<file path="config.mk">
export PLATFORM = sky130hd
export DESIGN_NAME = config_loader
export DESIGN_NICKNAME = d
export VERILOG_FILES = /design/src/rtl/config_loader.sv
export SDC_FILE = /design/constraint.sdc
export NUM_CORES = 1
export LEC_CHECK = 0
export ABC_AREA = 1
export ABC_CLOCK_PERIOD_IN_PS = 1200
export BUFFER_PORTS_ARGS = -buffer_cell sky130_fd_sc_hd__buf_2
export CORE_MARGIN = 2
export CORE_UTILIZATION = 49
export DETAILED_ROUTE_END_ITERATION = 8
export PLACE_DENSITY = 0.83
export SETUP_SLACK_MARGIN = 0.5
export SLEW_MARGIN = 30
export SYNTH_ARGS = -nofsm -noshare
export SYNTH_HDL_FRONTEND = slang
export SYNTH_SLANG_ARGS = --single-unit
</file>
<file path="constraint.sdc">
create_clock -name clock -period 1.2 [get_ports clock]
set_input_delay 0.18 -clock clock [delete_from_list [all_inputs] [get_ports clock]]
set_output_delay 0.18 -clock clock [all_outputs]
set_load 0.005 [all_outputs]
</file>
<file path="src/rtl/config_loader.sv">
// Serial configuration-chain loader: streams words from a valid/ready source
// into a bit-serial chain MSB first. Optional checksum stage: CONFIG_LOADER_CHECKSUM_EN.
module config_loader #(
  parameter int CHAIN_LENGTH = 24,
  parameter int WORD_WIDTH   = 8
) (
  input  logic                  clock,
  input  logic                  nreset,
  input  logic                  start,
  input  logic [WORD_WIDTH-1:0] word_in,
  input  logic                  word_valid,
  output logic                  word_ready,
  output logic                  cfg_enable,
  output logic                  cfg_data,
  output logic                  busy,
  output logic                  done,
  output logic                  error,
  output logic [2:0]            state_dbg
);

  // Handshake: word_in is taken on a rising edge where word_valid & word_ready
  // are both 1. word_ready depends only on the state (FETCH or CHECK), never on
  // word_valid; a word held with word_valid=1 stays offered until taken.

  localparam int CW  = $clog2(CHAIN_LENGTH + 1);
  localparam int WBW = $clog2(WORD_WIDTH + 1);

  typedef enum logic [2:0] {
    S_IDLE  = 3'd0,
    S_FETCH = 3'd1,
    S_SHIFT = 3'd2,
`ifdef CONFIG_LOADER_CHECKSUM_EN
    S_CHECK = 3'd3,
`endif
    S_DONE  = 3'd4
  } state_t;

  state_t                  state_q, state_d;
  logic [WORD_WIDTH-1:0]   buf_q, buf_d;
  logic [CW-1:0]           cnt_q, cnt_d;
  logic [WBW-1:0]          wb_q, wb_d;
  logic                    ready_q, ready_d;
  logic                    en_q, en_d;
  logic                    data_q, data_d;
  logic                    busy_q, busy_d;
  logic                    done_q, done_d;
  logic                    hs;
`ifdef CONFIG_LOADER_CHECKSUM_EN
  logic [WORD_WIDTH-1:0]   chk_q, chk_d;
  logic                    err_q, err_d;
`endif

  assign hs = word_valid & ready_q;

  always_comb begin
    state_d = state_q;
    buf_d   = buf_q;
    cnt_d   = cnt_q;
    wb_d    = wb_q;
    ready_d = ready_q;
    en_d    = 1'b0;
    data_d  = 1'b0;
    busy_d  = busy_q;
    done_d  = done_q;
`ifdef CONFIG_LOADER_CHECKSUM_EN
    chk_d   = chk_q;
    err_d   = err_q;
`endif
    case (state_q)
      S_IDLE, S_DONE: begin
        if (start) begin
          state_d = S_FETCH;
          ready_d = 1'b1;
          busy_d  = 1'b1;
          done_d  = 1'b0;
          cnt_d   = '0;
`ifdef CONFIG_LOADER_CHECKSUM_EN
          chk_d   = '0;
          err_d   = 1'b0;
`endif
        end
      end
      S_FETCH: begin
        if (hs) begin
          state_d = S_SHIFT;
          buf_d   = word_in;
          wb_d    = '0;
          ready_d = 1'b0;
          en_d    = 1'b1;
          data_d  = word_in[WORD_WIDTH-1];
`ifdef CONFIG_LOADER_CHECKSUM_EN
          chk_d   = chk_q ^ word_in;
`endif
        end
      end
      S_SHIFT: begin
        buf_d = buf_q << 1;
        cnt_d = cnt_q + CW'(1);
        wb_d  = wb_q + WBW'(1);
        // Chain-full wins over word-end: leftover bits of a partial word are dropped.
        if (cnt_q == CW'(CHAIN_LENGTH - 1)) begin
`ifdef CONFIG_LOADER_CHECKSUM_EN
          state_d = S_CHECK;
          ready_d = 1'b1;
`else
          state_d = S_DONE;
          busy_d  = 1'b0;
          done_d  = 1'b1;
`endif
        end else if (wb_q == WBW'(WORD_WIDTH - 1)) begin
          state_d = S_FETCH;
          ready_d = 1'b1;
        end else begin
          en_d   = 1'b1;
          data_d = buf_d[WORD_WIDTH-1];
        end
      end
`ifdef CONFIG_LOADER_CHECKSUM_EN
      S_CHECK: begin
        if (hs) begin
          err_d   = (word_in != chk_q);
          state_d = S_DONE;
          ready_d = 1'b0;
          busy_d  = 1'b0;
          done_d  = 1'b1;
        end
      end
`endif
      default: begin
        state_d = S_IDLE;
        ready_d = 1'b0;
        busy_d  = 1'b0;
        done_d  = 1'b0;
      end
    endcase
  end

  always_ff @(posedge clock or negedge nreset) begin
    if (!nreset) begin
      state_q <= S_IDLE;
      buf_q   <= '0;
      cnt_q   <= '0;
      wb_q    <= '0;
      ready_q <= 1'b0;
      en_q    <= 1'b0;
      data_q  <= 1'b0;
      busy_q  <= 1'b0;
      done_q  <= 1'b0;
`ifdef CONFIG_LOADER_CHECKSUM_EN
      chk_q   <= '0;
      err_q   <= 1'b0;
`endif
    end else begin
      state_q <= state_d;
      buf_q   <= buf_d;
      cnt_q   <= cnt_d;
      wb_q    <= wb_d;
      ready_q <= ready_d;
      en_q    <= en_d;
      data_q  <= data_d;
      busy_q  <= busy_d;
      done_q  <= done_d;
`ifdef CONFIG_LOADER_CHECKSUM_EN
      chk_q   <= chk_d;
      err_q   <= err_d;
`endif
    end
  end

  assign word_ready = ready_q;
  assign cfg_enable = en_q;
  assign cfg_data   = data_q;
  assign busy       = busy_q;
  assign done       = done_q;
  assign state_dbg  = state_q;
`ifdef CONFIG_LOADER_CHECKSUM_EN
  assign error      = err_q;
`else
  assign error      = 1'b0;
`endif

endmodule

</file>
Word-level counts from Yosys, hierarchy flattened:

Index checks and enable logic that the tools add are counted.

* input port bits: 12
* register bits after elaboration: 24

* reduce and logical (&&, ||, !) cells: 9
* $add $sub $neg: 2
* mux-type cells: 29
* bitwise gates (word level): 2
* eq/ne operators: 11

Operators with widths (count)
* 7-bit one-hot mux with 2 select lines: 1
* 1-bit 2-to-1 mux: 13
* 3-bit 2-to-1 mux: 4
* 2-bit != test (second input constant): 5
* 5-bit one-hot mux with 2 select lines: 1
* 1-bit one-hot mux with 3 select lines: 3
* 3-bit one-hot mux with 3 select lines: 1
* 4-bit one-hot mux with 2 select lines: 1
* 7-bit 2-to-1 mux: 1
* 3-bit AND reduction: 2
* 5-bit by 1-bit adder with 5-bit output (second input constant): 1
* 5-bit == test (second input constant): 1
* 5-bit 2-to-1 mux: 1
* 4-bit by 1-bit adder with 4-bit output (second input constant): 1
* 4-bit by 3-bit == test with 1-bit output (second input constant): 1
* 4-bit 2-to-1 mux: 1
* 1-bit one-hot mux with 2 select lines: 2
* 2-bit AND reduction: 2
* 4-bit AND reduction: 1
* 2-bit nonzero test: 2
* 3-bit by 1-bit == test with 1-bit output (second input constant): 1
* 3-bit by 2-bit == test with 1-bit output (second input constant): 1
* 3-bit == test (second input constant): 1
* 3-bit zero test: 1
* 4 further kinds: 4

Logic depth before layout (Yosys ltp):

* depth after elaboration: 4
* mapped depth: 8
* depth with buffers taken out: 8

Worst setup path after synthesis:

No wires, ideal clock.

* path kind: reg2reg
* from: reg cnt_q[0]
* to: reg ready_q, in the netlist word_ready
* stages on the path, launching flop included: 8
* arrival: 1100 ps
* period minus slack after synthesis: 1217 ps
* data required time: 1083 ps
* setup time: 117 ps
* path slack: -17 ps
* buffers on the path: 0
* path through: dfrtp_1 ha_1 nand2_1 nor2_4 nor2_4 nand2_2 nand3_2 nand2_1

* word-level cells in the longest chain between the ends: 3

Ends and longest elaborated chain
* start: declaration: RTL line 40 `logic [CW-1:0] cnt_q, cnt_d;`
* start signal: assignment: RTL line 156 `cnt_q <= cnt_d;`
* 5-bit == test: RTL line 101 `if (cnt_q == CW'(CHAIN_LENGTH - 1)) begin`
* 2-bit != test (no line)
* 4-bit AND reduction (no line)
* end signal: assignment: RTL line 158 `ready_q <= ready_d;`
* end: declaration: RTL line 42 `logic ready_q, ready_d;`

No other way between the ends.
A chain may end at the register's enable or synchronous reset.

Final worst setup path:

* from: reg state_q[2], in the netlist state_dbg[2]
* to: reg state_q[2], in the netlist state_dbg[2]

* word-level cells in the longest chain between the ends: 4

Ends and longest elaborated chain
* start: declaration: RTL line 38 `state_t state_q, state_d;`
* start signal: assignment: RTL line 154 `state_q <= state_d;`
* 3-bit == test or 3-bit zero test (tied branches): RTL line 69 `case (state_q)`
* 2-bit OR reduction: RTL line 69
* 2-bit != test (no line)
* 3-bit AND reduction (no line)

Several ways; a longest one is shown, not always the timed one.

==> metrics.md <==
| Metric | Value |
|---|---|
| I/O pins | 21 |
| Worst path cell trace | nor2_4 > nand2_4 > buf_12 > nor2_4 > nand2_4 > nand2_2 > nand2_1 > nand2_1 |
| Final GP Congestion | 0.7651 |
| Post-synth cell types | 22 |
| Nets | 201 |
| Most common cell after layout, fill and taps aside | nand2_1 |
| Final hold vios | 24 |
| Fin area | about 1800 µm² |
| Congestion Overflow GR | 0 |
| Crit end category | flop |
| Clock buffer count from CTS | 3 |
| First-pass GRT wire length | a little under 5000 µm |
| Min cycle time layout | 1396 ps |
| Clock latency on the worst-skew pair | approximately 320 ps |
| LEAKAGE | slightly above 0.0009 µW |
| Largest net degree at the start of global routing | 25 |
| Delay of the slowest critical-path stage | a little under 500 ps |
| Worst slew margin | 64.59% |
| Final setup fails | 21 |
| Highest-count cells in the layout ignoring fill and taps | nand2_1 (36), dfrtp_1 (21), buf_2 (19), inv_1 (15), buf_4 (12) |
| Clock Pin Slew Worst Setup and Hold Paths | 140 ps |
| WP buf/inv | 1 |
| Mapped Area | 1197 µm² |
| Mapped Nets | 158 |
| Final hold slack | -181.3 ps |
| WL per Instance | about 18 µm |
| Initial Util | 53.11% |
| DRC Markers | 0 |
| Die height | 53.44 µm |
| Max Cap Viol | 0 |
| Core ar. | 2255 µm² |
| Routed vias/inst | 5.818 |
| Async S/R FF share, synth | 100.0% |
| DR iter-0 viols | 48 |
| Post-route clock period utilization | 116.3% |
| ANT nets after route | 0 |
| RSZ-0062 raised after global routing | yes |
| Ys Warns | 0 |
| Max VDD drop | about 1.4 mV |
| Number of global-route vias before repair | 1075 |
| Synth Flop Type | dfrtp_1 |
| Initial antenna violation count | 0 |
| Worst-Margin Slew | 531.1 ps |
| Slowest-stage cell, CP | dfrtp_2 |
| Seq/Total Area, Yosys | 50.16% |
| R2R setup slack | -200 ps |
| Top delay family on crit path | simple AND/OR/NAND/NOR gates |
| Layout cells sized above 1 | 49.46% |
| Antenna cells | 0 |
| EDFF count, synth | 0 |
| Detailed Place HPWL | 1826 µm |
| Worst Path Arrival | 1660 ps |
| CTS max path bufs | 2 |
| Vias | 1245 |
| Area of the die | 2855 µm² |
| Crit path launch type | flop |
| Area delta synth->final | 49.74% |
| Power Dens Cells | between 2000 and 3000 nW/µm² |
| Post-DP Area | about 1400 µm² |
| Power Total | 4587 µW |
| CP Max Fanout | 5 |
| Critical path class | flop to flop |
| PnR worst setup slack | -196.1 ps |
| Slew Viols, Final | 0 |
| Final Routed Wirelength | 3942 µm |
| Gate count of the mapped netlist | 144 |
| # port buffers | 19 |
| Avg Cell Area, Syn | 8.315 µm² |
| CTS tree | done |
| CP required | around 1500 ps |
| GRT Total Usage | 24.75% |
| HP Class | primary input to async pin |
| Outcome | finished, violations left |
| Max H-tree Level | 1 |
| # fillers | ~100 |
| Failing checks | hold timing, setup timing |
| Clock Sinks | 24 |
| Die W | ~53 µm |
| FF+latch count, synth | 24 |
| Max Clock Skew | 3.922 ps |
| # rows | 17 |
| DRT Pass-1 Iters | 4 |
| Peak Freq | between 700 and 800 MHz |
| Clock Root Buffer | clkbuf_4 |
[per-layer routing]
metal | vias to the layer above | global-route usage [%] | routed length (µm)
met1 | 599 | 29.59 | 1557
met5 | - | 0 | 0
met3 | 27 | 2.542 | 340
met4 | 0 | 15.81 | 197
li1 | 541 | - | -
met2 | 78 | 41.77 | 1845
[cell type report]
class | count | area, µm² | area share [%]
multi-input cells | 97 | 638.1 | 35.59
flip-flops and latches | 24 | 604.3 | 33.71
repair buffers | 42 | 395.4 | 22.05
inverters | 19 | 83.83 | 4.676
clock buffers | 4 | 36.28 | 2.024
well taps | 28 | 35.03 | 1.954
[logic make-up after synthesis]
family,synth area share (%)
adder cells (fa/ha/maj),2.090
buffers and inverters,9.405
flip-flops,50.16
AND/OR/NAND/NOR,24.24
XOR/XNOR,0.7316
AO/OA/AOI/OAI,13.06
other,0.3132
[flip-flops by register name, summed over array words and instances (netlist names)]
register    flops
cnt_q           5
busy            1
wb_q            4
cfg_enable      1
word_ready      1
state_dbg       3
cfg_data        1
buf_q           7
done            1
[repair_timing]
item	4_1_cts	5_1_grt
hold endpoints to repair	24	24
pin swaps	9	7
buffers inserted	4	4
resized for setup	23	29
cloned	2	2
endpoints found under the setup margin	32	32
[Yosys cell counts, types with 2 or more instances]
cell type | instances | share of area (%)
nor2_2 | 2 | 1.0
a21oi_1 | 4 | 1.7
nand2_2 | 2 | 1.0
nand2_1 | 47 | 15
nor2_1 | 4 | 1.3
o21ai_1 | 17 | 7.1
nand3_1 | 5 | 2.1
buf_6 | 3 | 2.8
o22ai_1 | 2 | 1.0
inv_1 | 17 | 5.3
o21ai_0 | 4 | 1.7
ha_1 | 2 | 2.1
nor2_4 | 2 | 1.9
dfrtp_1 | 24 | 50
inv_2 | 2 | 0.63
[per-stage QoR]
step / setup TNS [ps] / std cells / util [%] / setup slack, ps
after floorplan: 0 / 144 / - / 32.80
after global placement: 0 / 198 / 62.60 / 6.137
after detailed placement: -440.5 / 198 / 62.60 / -60.13
after CTS: -738.4 / 208 / 71.42 / -76.59
after global routing: -3351 / 214 / 79.52 / -253.2
final: -2081 / 214 / 79.52 / -196.1
[power by group]
part / internal (µW) / switching [µW] / leakage (µW)
clock: 185 / 258 / 0.0000210
sequential: 1120 / 218 / 0.000307
combinational: 1320 / 1480 / 0.000595
[worst paths after layout]
check / start / to / cells past startpoint
max: state_dbg[2]$_DFFE_PN0P_ / state_dbg[2]$_DFFE_PN0P_ / 8
min: nreset / cfg_data$_DFF_PN0_ / 1
max reg2reg: state_dbg[2]$_DFFE_PN0P_ / state_dbg[2]$_DFFE_PN0P_ / 8
min reg2reg: done$_DFFE_PN0P_ / done$_DFFE_PN0P_ / 2
max in group asynchronous: nreset / state_dbg[2]$_DFFE_PN0P_ / 1
min in group clock: word_in[0] / buf_q[0]$_DFFE_PN0P_ / 3
No activity file was read; power rests on OpenSTA's default activity.
